===== src/rtl/regfile_pkg.sv =====
// rtl/regfile_pkg.sv - shared register file size defaults
package regfile_pkg;
   localparam int XLEN_DEF     = 32;
   localparam int NREGS_DEF    = 32;
   localparam int NRD_DEF      = 2;
   localparam int ZERO_REG_DEF = 1;
endpackage


===== src/rtl/rf_read_port.sv =====
// rtl/rf_read_port.sv - one combinational read port with bypass and busy lookup
module rf_read_port
   import regfile_pkg::*;
#(
   parameter int XLEN     = XLEN_DEF,
   parameter int NREGS    = NREGS_DEF,
   parameter int ZERO_REG = ZERO_REG_DEF,
   localparam int AW      = $clog2(NREGS)
) (
   input  logic [AW-1:0]   raddr,
   input  logic [XLEN-1:0] regs [NREGS],
   input  logic [NREGS-1:0] busy,
   input  logic            byp_en,
   input  logic [AW-1:0]   waddr,
   input  logic [XLEN-1:0] wdata,
   output logic [XLEN-1:0] rdata,
   output logic            rbusy
);

   logic is_zero;

   // Register 0 is treated as a constant only when the zero register is enabled.
   always_comb begin
      is_zero = (ZERO_REG != 0) && (raddr == '0);
   end

   // Same-cycle write wins over storage; busy is the registered scoreboard bit only.
   always_comb begin
      if (byp_en && (waddr == raddr)) begin
         rdata = wdata;
      end else if (is_zero) begin
         rdata = '0;
      end else begin
         rdata = regs[raddr];
      end
      rbusy = is_zero ? 1'b0 : busy[raddr];
   end

endmodule


===== src/rtl/regfile_ckpt.sv =====
// rtl/regfile_ckpt.sv - register file with busy scoreboard and one-slot checkpoint
module regfile_ckpt
   import regfile_pkg::*;
#(
   parameter int XLEN     = XLEN_DEF,
   parameter int NREGS    = NREGS_DEF,
   parameter int NRD      = NRD_DEF,
   parameter int ZERO_REG = ZERO_REG_DEF,
   localparam int AW      = $clog2(NREGS)
) (
   input  logic                clk_i,
   input  logic                rst_ni,
   input  logic [NRD*AW-1:0]   raddr_i,
   output logic [NRD*XLEN-1:0] rdata_o,
   output logic [NRD-1:0]      rbusy_o,
   input  logic                we_i,
   input  logic [AW-1:0]       waddr_i,
   input  logic [XLEN-1:0]     wdata_i,
   input  logic                bset_i,
   input  logic [AW-1:0]       bset_addr_i,
   input  logic                ckpt_save_i,
   input  logic                ckpt_restore_i,
   output logic                ckpt_valid_o
);

   logic [XLEN-1:0]  regs   [NREGS];
   logic [XLEN-1:0]  shadow [NREGS];
   logic [NREGS-1:0] busy;
   logic [NREGS-1:0] busy_next;
   logic             wr_eff;
   logic             bset_eff;
   logic             restore_eff;
   logic             save_eff;
   logic             byp_en;

   // A restore flushes the cycle: it drops the write and the issue, and wins over save.
   always_comb begin
      wr_eff      = we_i && !ckpt_restore_i && !((ZERO_REG != 0) && (waddr_i == '0));
      bset_eff    = bset_i && !ckpt_restore_i && !((ZERO_REG != 0) && (bset_addr_i == '0));
      restore_eff = ckpt_restore_i && ckpt_valid_o;
      save_eff    = ckpt_save_i && !ckpt_restore_i;
      byp_en      = wr_eff && rst_ni;
   end

   // Architectural state: restore copies the whole shadow, otherwise a single write.
   always_ff @(posedge clk_i or negedge rst_ni) begin
      if (!rst_ni) begin
         for (int i = 0; i < NREGS; i++) regs[i] <= '0;
      end else if (restore_eff) begin
         for (int i = 0; i < NREGS; i++) regs[i] <= shadow[i];
      end else if (wr_eff) begin
         regs[waddr_i] <= wdata_i;
      end
   end

   // Shadow captures the post-write state so a save alongside a write keeps that write.
   always_ff @(posedge clk_i or negedge rst_ni) begin
      if (!rst_ni) begin
         for (int i = 0; i < NREGS; i++) shadow[i] <= '0;
      end else if (save_eff) begin
         for (int i = 0; i < NREGS; i++) begin
            shadow[i] <= (wr_eff && (waddr_i == AW'(i))) ? wdata_i : regs[i];
         end
      end
   end

   // Checkpoint slot is one-shot: any restore request empties it.
   always_ff @(posedge clk_i or negedge rst_ni) begin
      if (!rst_ni) begin
         ckpt_valid_o <= 1'b0;
      end else if (ckpt_restore_i) begin
         ckpt_valid_o <= 1'b0;
      end else if (save_eff) begin
         ckpt_valid_o <= 1'b1;
      end
   end

   // Clear applied before set so a new producer issued this cycle keeps the bit.
   always_comb begin
      busy_next = busy;
      if (wr_eff)   busy_next[waddr_i]     = 1'b0;
      if (bset_eff) busy_next[bset_addr_i] = 1'b1;
   end

   // Scoreboard: a restore wipes every pending producer.
   always_ff @(posedge clk_i or negedge rst_ni) begin
      if (!rst_ni) begin
         busy <= '0;
      end else if (ckpt_restore_i) begin
         busy <= '0;
      end else begin
         busy <= busy_next;
      end
   end

   for (genvar k = 0; k < NRD; k++) begin : g_rd
      rf_read_port #(
         .XLEN     (XLEN),
         .NREGS    (NREGS),
         .ZERO_REG (ZERO_REG)
      ) u_port (
         .raddr  (raddr_i[k*AW +: AW]),
         .regs   (regs),
         .busy   (busy),
         .byp_en (byp_en),
         .waddr  (waddr_i),
         .wdata  (wdata_i),
         .rdata  (rdata_o[k*XLEN +: XLEN]),
         .rbusy  (rbusy_o[k])
      );
   end

endmodule


===== config.mk =====
export PLATFORM = sky130hd
export DESIGN_NAME = regfile_ckpt
export DESIGN_NICKNAME = d
export VERILOG_FILES = /design/src/rtl/regfile_pkg.sv /design/src/rtl/rf_read_port.sv /design/src/rtl/regfile_ckpt.sv
export SDC_FILE = /design/constraint.sdc
export NUM_CORES = 2
export LEC_CHECK = 0
export CAP_MARGIN = 20
export CORE_ASPECT_RATIO = 0.75
export CORE_MARGIN = 1
export CORE_UTILIZATION = 57
export CTS_CLUSTER_DIAMETER = 40
export CTS_CLUSTER_SIZE = 28
export DETAILED_ROUTE_END_ITERATION = 8
export PLACE_DENSITY_LB_ADDON = 0.05
export SLEW_MARGIN = 20
export SYNTH_ARGS = -nofsm -noshare
export SYNTH_HDL_FRONTEND = slang
export SYNTH_SLANG_ARGS = --single-unit

===== constraint.sdc =====
create_clock -name clk_i -period 3.6 [get_ports clk_i]
set_input_delay 0.9 -clock clk_i [delete_from_list [all_inputs] [get_ports clk_i]]
set_output_delay 0.9 -clock clk_i [all_outputs]
set_load 0.01 [all_outputs]

# After elaboration in Yosys (flattened, before gate mapping)

Cells that the tools add are included.

Input port bits: 58
Flip-flop bits (word level): 2081
Logic and storage cells: 230

Reductions and logical operators: 53
Magnitude comparators: 10
Muxes and demuxes: 62
Equal/unequal tests: 33
Bitwise gates (word level): 6

Operator list:

| kind                                                 | count |
|---|---|
| two-way mux 1024 bit                                 | 2 |
| two-way mux 32 bit                                   | 44 |
| bitwise mux 1024 bit                                 | 1 |
| binary-select mux 32 bit (select 5 bit)              | 2 |
| demux 32 bit (select 5 bit)                          | 1 |
| == test 5 bit (second input constant)                | 16 |
| logical AND 1 bit                                    | 44 |
| == test 5 x 4 -> 1 bit (second input constant)       | 8 |
| bitwise AND 32 bit                                   | 1 |
| NOT 32 bit                                           | 1 |
| bitwise OR 32 bit                                    | 1 |
| < comparator 5 x 6 -> 1 bit (second input constant)  | 4 |
| == test 5 x 3 -> 1 bit (second input constant)       | 4 |
| zero test 5 bit                                      | 4 |
| >= comparator 6 bit (second input constant)          | 3 |
| NOT 5 -> 6 bit                                       | 3 |
| binary-select mux 1 bit (select 5 bit)               | 2 |
| demux 1 bit (select 5 bit)                           | 2 |
| == test 5 x 2 -> 1 bit (second input constant)       | 2 |
| == test 5 bit                                        | 2 |
| >= comparator 5 x 1 -> 1 bit (second input constant) | 2 |
| two-way mux 1 bit                                    | 8 |
| < comparator 6 x 1 -> 1 bit (second input constant)  | 1 |
| == test 5 x 1 -> 1 bit (second input constant)       | 1 |
| 2 further kinds                                      | 5 |

# Logic depth before layout (Yosys ltp)

Depth in word-level cells: 10
Depth in mapped cells: 10

# Hierarchy

From an unflattened synthesis, not the netlist that was laid out.

Cell total of the unflattened synthesis: 11451
Area total of the unflattened synthesis: 106749.9 µm²

By module, submodules not included:

| module       | area an instance (µm²) | cells each | times used |
|---|---|---|---|
| regfile_ckpt | 87426.3                | 9403       | 1 |
| rf_read_port | 9661.8                 | 1024       | 2 |

# Worst setup path after synthesis

Ideal clock, no wire load.

Path type: input -> output
From: input port raddr_i[0]
To: output port rdata_o[4]
Stages on the path: 7
Required time: 2700 ps
Slack: -59 ps
Data arrival time: 2759 ps
Cells stage by stage: buf_4 buf_2 buf_2 mux4_2 a221oi_1 a21oi_1 o21ai_0

Word-level cells in the longest chain between the ends: 6
Elaborated cells on any way between the ends: 9

RTL lines:

| item                                                   | RTL line           | RTL |
|---|---|---|
| from (decl)                                            | regfile_ckpt.sv:13 | `input logic [NRD*AW-1:0] raddr_i,` |
| NOT 5 -> 6 bit (implied by the code)                   | rf_read_port.sv:34 | `rdata = regs[raddr];` |
| binary-select mux 32 bit (select 5 bit)                | rf_read_port.sv:34 |  |
| two-way mux 32 bit (implied by the code) (2 in series) | rf_read_port.sv:34 |  |
| two-way mux 32 bit                                     | rf_read_port.sv:31 | `end else if (is_zero) begin` |
| two-way mux 32 bit *                                   | rf_read_port.sv:29 | `if (byp_en && (waddr == raddr)) begin` |
| to (decl)                                              | regfile_ckpt.sv:14 | `output logic [NRD*XLEN-1:0] rdata_o,` |

Every way passes the cells marked *; elsewhere a longest branch is shown, timed or not. The select of a mux whose other input is x is not followed.

# Worst setup path in the final report

From: input port raddr_i[0]
To: output port rdata_o[17]

Same word-level chain as after synthesis.

==> flow_metrics.env <==
export IMPL_post_route_worst_setup_slack_ns=-0.358
export IMPL_layout_area_overhead_vs_synth_pct=22.7
export IMPL_vdd_ir_drop_worst_mv=0.463
export IMPL_synth_area_um2=102000
export IMPL_critical_path_endpoint_type="output port"
export IMPL_rr_startpoint="ckpt_valid_o$_DFFE_PN0P_"
export IMPL_timing_slew_headroom_pct=22.3
export IMPL_total_power_mw=75.1
export IMPL_synthFlopType="dfrtp_1"
export IMPL_critical_path_max_fanout=8
export IMPL_grt_pass1_wl_um=555000
export IMPL_largest_clock_skew_in_the_final_design_ns=0.0299
export IMPL_post_synth_cell_area_avg_um2=10.7
export IMPL_p_int_mw=51.2
export IMPL_drt_wirelength_per_cell_um=30.3
export IMPL_num_rows=134
export IMPL_report_final_setup_viol=66
export IMPL_share_of_the_yosys_chip_area_belonging_to_registers_pct=50.9
export IMPL_route_vias_total=83400
export IMPL_worstPathBufferInverterCount=5
export IMPL_detail_route_first_pass_iterations=9
export IMPL_h_tree_depth=4
export IMPL_failed_checks="DRC, setup timing"
export IMPL_initial_antenna_violation_count=23
export IMPL_coreArea_um2=178000
export IMPL_grt_setup_unrepaired="yes"
export IMPL_die_width_um=491
export IMPL_routed_wl_um=381000
export IMPL_replace_congestion=0.961
export IMPL_synth_top_area_share_pct=50.9
export IMPL_final_net_count=10100
export IMPL_clk_path_buf_depth=3
export IMPL_syn_num_nets=9620
export IMPL_cp_cell_sequence="buf_16 -> buf_12 -> buf_12 -> mux4_2 -> o211ai_1 -> o211ai_1 -> buf_4 -> a32o_1 -> buf_2"
export IMPL_final_core_util_pct=70.5
export IMPL_ant_nets=0
export IMPL_final_cell_area_um2=126000
export IMPL_power_frac_clock_pct=34.5
export IMPL_grt_max_degree=172
export IMPL_crit_path_start_kind="input pin"
export IMPL_clock_tree_root_cell="clkbuf_16"
export IMPL_maxCapViolCount=0
export IMPL_start_util_pct=57.4
export IMPL_die_height_um=369
export IMPL_p_sw_share_pct=31.8
export IMPL_synth_ff_latch_count=2080
export IMPL_worstMarginPinSlew_ns=1.16
export IMPL_worst_setup_path_type="in2out"
export IMPL_groute_usage_overall_pct=42.1
export IMPL_cp_top_family="buffers and inverters"
export IMPL_detailroute_wirelength_met3_um=44800
export IMPL_power_leakage_nw=55.9
export IMPL_cpPeakStageDelay_ns=0.50
export IMPL_hold_class="in2async"
export IMPL_setup_tns_ns=-12.90
export IMPL_post_synth_main_area_contributors="dfrtp_1, mux4_2, mux2i_1"
export IMPL_synthesis_yosys_warnings=0
export IMPL_clock_period_minus_worst_slack_ns=3.96
export IMPL_power_density_nw_per_um2=598
export IMPL_clock_insertion_delay_worst_skew_ns=0.90
export IMPL_detailedRoute_firstIterationViolations=10000
export IMPL_dieArea_um2=181000
export IMPL_crit_path_dat_ns=3.06
export IMPL_crit_start="raddr_i[0]"
export IMPL_overflow=0
export IMPL_wl_met1_um=146000
export IMPL_drt_drc_violations_left=16
export IMPL_io_buffers=124
export IMPL_finalMaxSlewViolations=0
export IMPL_dpl_cell_area_um2=112000
export IMPL_drive_gt1_share_pct=23.5
export IMPL_hpwlAfterDp_um=244000
export IMPL_syn_inst=9562
export IMPL_post_cts_hold_buffer_count=0
export IMPL_timing_final_hold_violations=0
export IMPL_detail_route_vias_per_cell=6.62
export IMPL_crit_required_ns=2.70
export IMPL_finalCritPeriodShare_pct=110
export IMPL_synth_edff_count=0
export IMPL_fmax_ghz=0.253
export IMPL_power_frac_seq_pct=43.5
export IMPL_io_pin_count=125
export IMPL_crit_path_top_delay_cell="mux4_2"
export IMPL_wl_met2_um=163000
export IMPL_combPwrFrac_pct=22.0
export IMPL_cts_inserted_buffers=232
export IMPL_status="finished, violations left"
export IMPL_tritoncts="built"
export IMPL_top_layer_used="met5"
export IMPL_synthArstFlopShare_pct=100
export IMPL_switchingPower_mw=23.9
export IMPL_cts_sinks=2080
export IMPL_clk_pin_slew_worst_paths_ns=0.07
export IMPL_layout_filler_cells=12600
export IMPL_grt_pass1_vias=80900
export IMPL_placement_setup_worst_slack_ns=-1.41
export IMPL_post_synth_num_cell_types=68
export IMPL_synth_largest_area_cell="dfrtp_1"
## final timing paths
path | end | slack, ns | cells after the start
worst min register to register | regs[1003]$_DFFE_PN0P_ | 0.47 | 2
worst max register to register | regs[191]$_DFFE_PN0P_ | 1.27 | 6
max in group asynchronous | shadow[423]$_DFFE_PN0P_ | 1.07 | 5
min in group clk_i | regs[1003]$_DFFE_PN0P_ | 0.47 | 2
worst max-delay path | rdata_o[17] | -0.36 | 9
worst min-delay path | shadow[254]$_DFFE_PN0P_ | 0.47 | 3
## per-layer routing
metal / track usage (%) / vias up
li1: - / 35100
met1: 57.2 / 42500
met2: 59.8 / 4720
met3: 12.4 / 1133
met4: 25.4 / 16
met5: 0 / -
## power by group through the flow
| stage | Clock, mW | Combinational, mW | Sequential (mW) |
|---|---|---|---|
| detailed placement | 0 | 15.0 | 32.8 |
| floorplan | 0 | 9.99 | 31.4 |
| global route | 27.0 | 17.8 | 33.2 |
| global placement | 0 | 14.3 | 32.4 |
| CTS | 26.0 | 15.9 | 32.5 |
| finish | 25.9 | 16.5 | 32.7 |
## synthesized netlist by cell type, types with 5 or more instances
cell type	n
dfrtp_1	2080
nand2_1	1185
mux2i_1	1134
nor2_1	1099
a21oi_1	1021
o21ai_0	838
clkbuf_1	636
mux4_2	505
o21ai_1	203
buf_2	171
o22ai_1	79
buf_4	68
mux2_2	59
a22oi_1	38
o211ai_1	38
o311ai_0	34
nor2b_1	32
a32o_1	31
nand2b_1	30
nand3_1	23
buf_1	19
a221oi_1	17
inv_1	14
and2_1	13
a211oi_1	12
nor3_1	12
a221o_1	11
nand3b_1	10
a22o_1	8
or3_1	8
or4b_2	8
a311oi_1	7
xnor2_1	7
buf_6	6
o2111ai_1	6
o221ai_1	6
o32ai_1	6
or2_2	6
and4b_1	5
nor2_2	5
o22a_1	5
or3b_2	5
## final cells by class
cell class	instances	area [µm²]	area share, %
flip-flops and latches	2080	52000	41.5
multi-input cells	6568	48500	38.6
repair buffers	1103	13500	10.8
clock buffers	265	6190	4.93
well taps	2380	2980	2.37
clock inverters	173	2210	1.76
inverters	15	56.3	0.0448
diodes	11	27.5	0.0219
## sequential cells by signal, indices dropped and copies added, names as in the netlist
| register | count |
|---|---|
| busy | 31 |
| ckpt_valid_o | 1 |
| shadow | 1024 |
| regs | 1024 |
## timing repair
item	in CTS	in global routing
setup endpoints to repair	66	66
resized for setup	819	242
endpoints found under the hold margin	0	0
setup buffers	152	82
pin swaps	127	110
cloned	25	3
## worst min-delay path, stage by stage
cell and delay [ns]:
buf_16 0.13, buf_4 0.31, buf_4 0.39
## stage by stage
stage / hold WS [ns] / std cells
6_report: 0.466 / 12600
2_1_floorplan: 0.433 / 9562
3_5_place_dp: 0.448 / 11900
5_1_grt: 0.444 / 12600
4_1_cts: 0.418 / 12500
3_3_place_gp: 0.437 / 11900
## cells by family after synthesis
logic type / count (synthesis) / share of synthesized area (%)
buffers and inverters: 915 / 3.86
muxes: 1698 / 22.9
and+or+nand+nor: 2478 / 9.71
xor gates and xnor gates: 10 / 0.0856
AOI/OAI and AO/OA: 2381 / 12.6
DFF: 2080 / 50.9
## placed cells by master (no fill, tap or decap), drive strengths merged, types with 40 or more instances in the layout
cell / synthesis / layout
dfrtp: 2080 / 2080
nand2: 1186 / 1186
mux2i: 1134 / 1134
nor2: 1107 / 1108
buf: 264 / 1052
o21ai: 1041 / 1041
a21oi: 1021 / 1021
mux4: 505 / 505
clkbuf: 636 / 274
o22ai: 79 / 79
inv: 14 / 76
mux2: 59 / 59
clkinv: 1 / 55
clkdlybuf4s50: 0 / 40
Note: power is estimated with default switching activity, not from simulation.
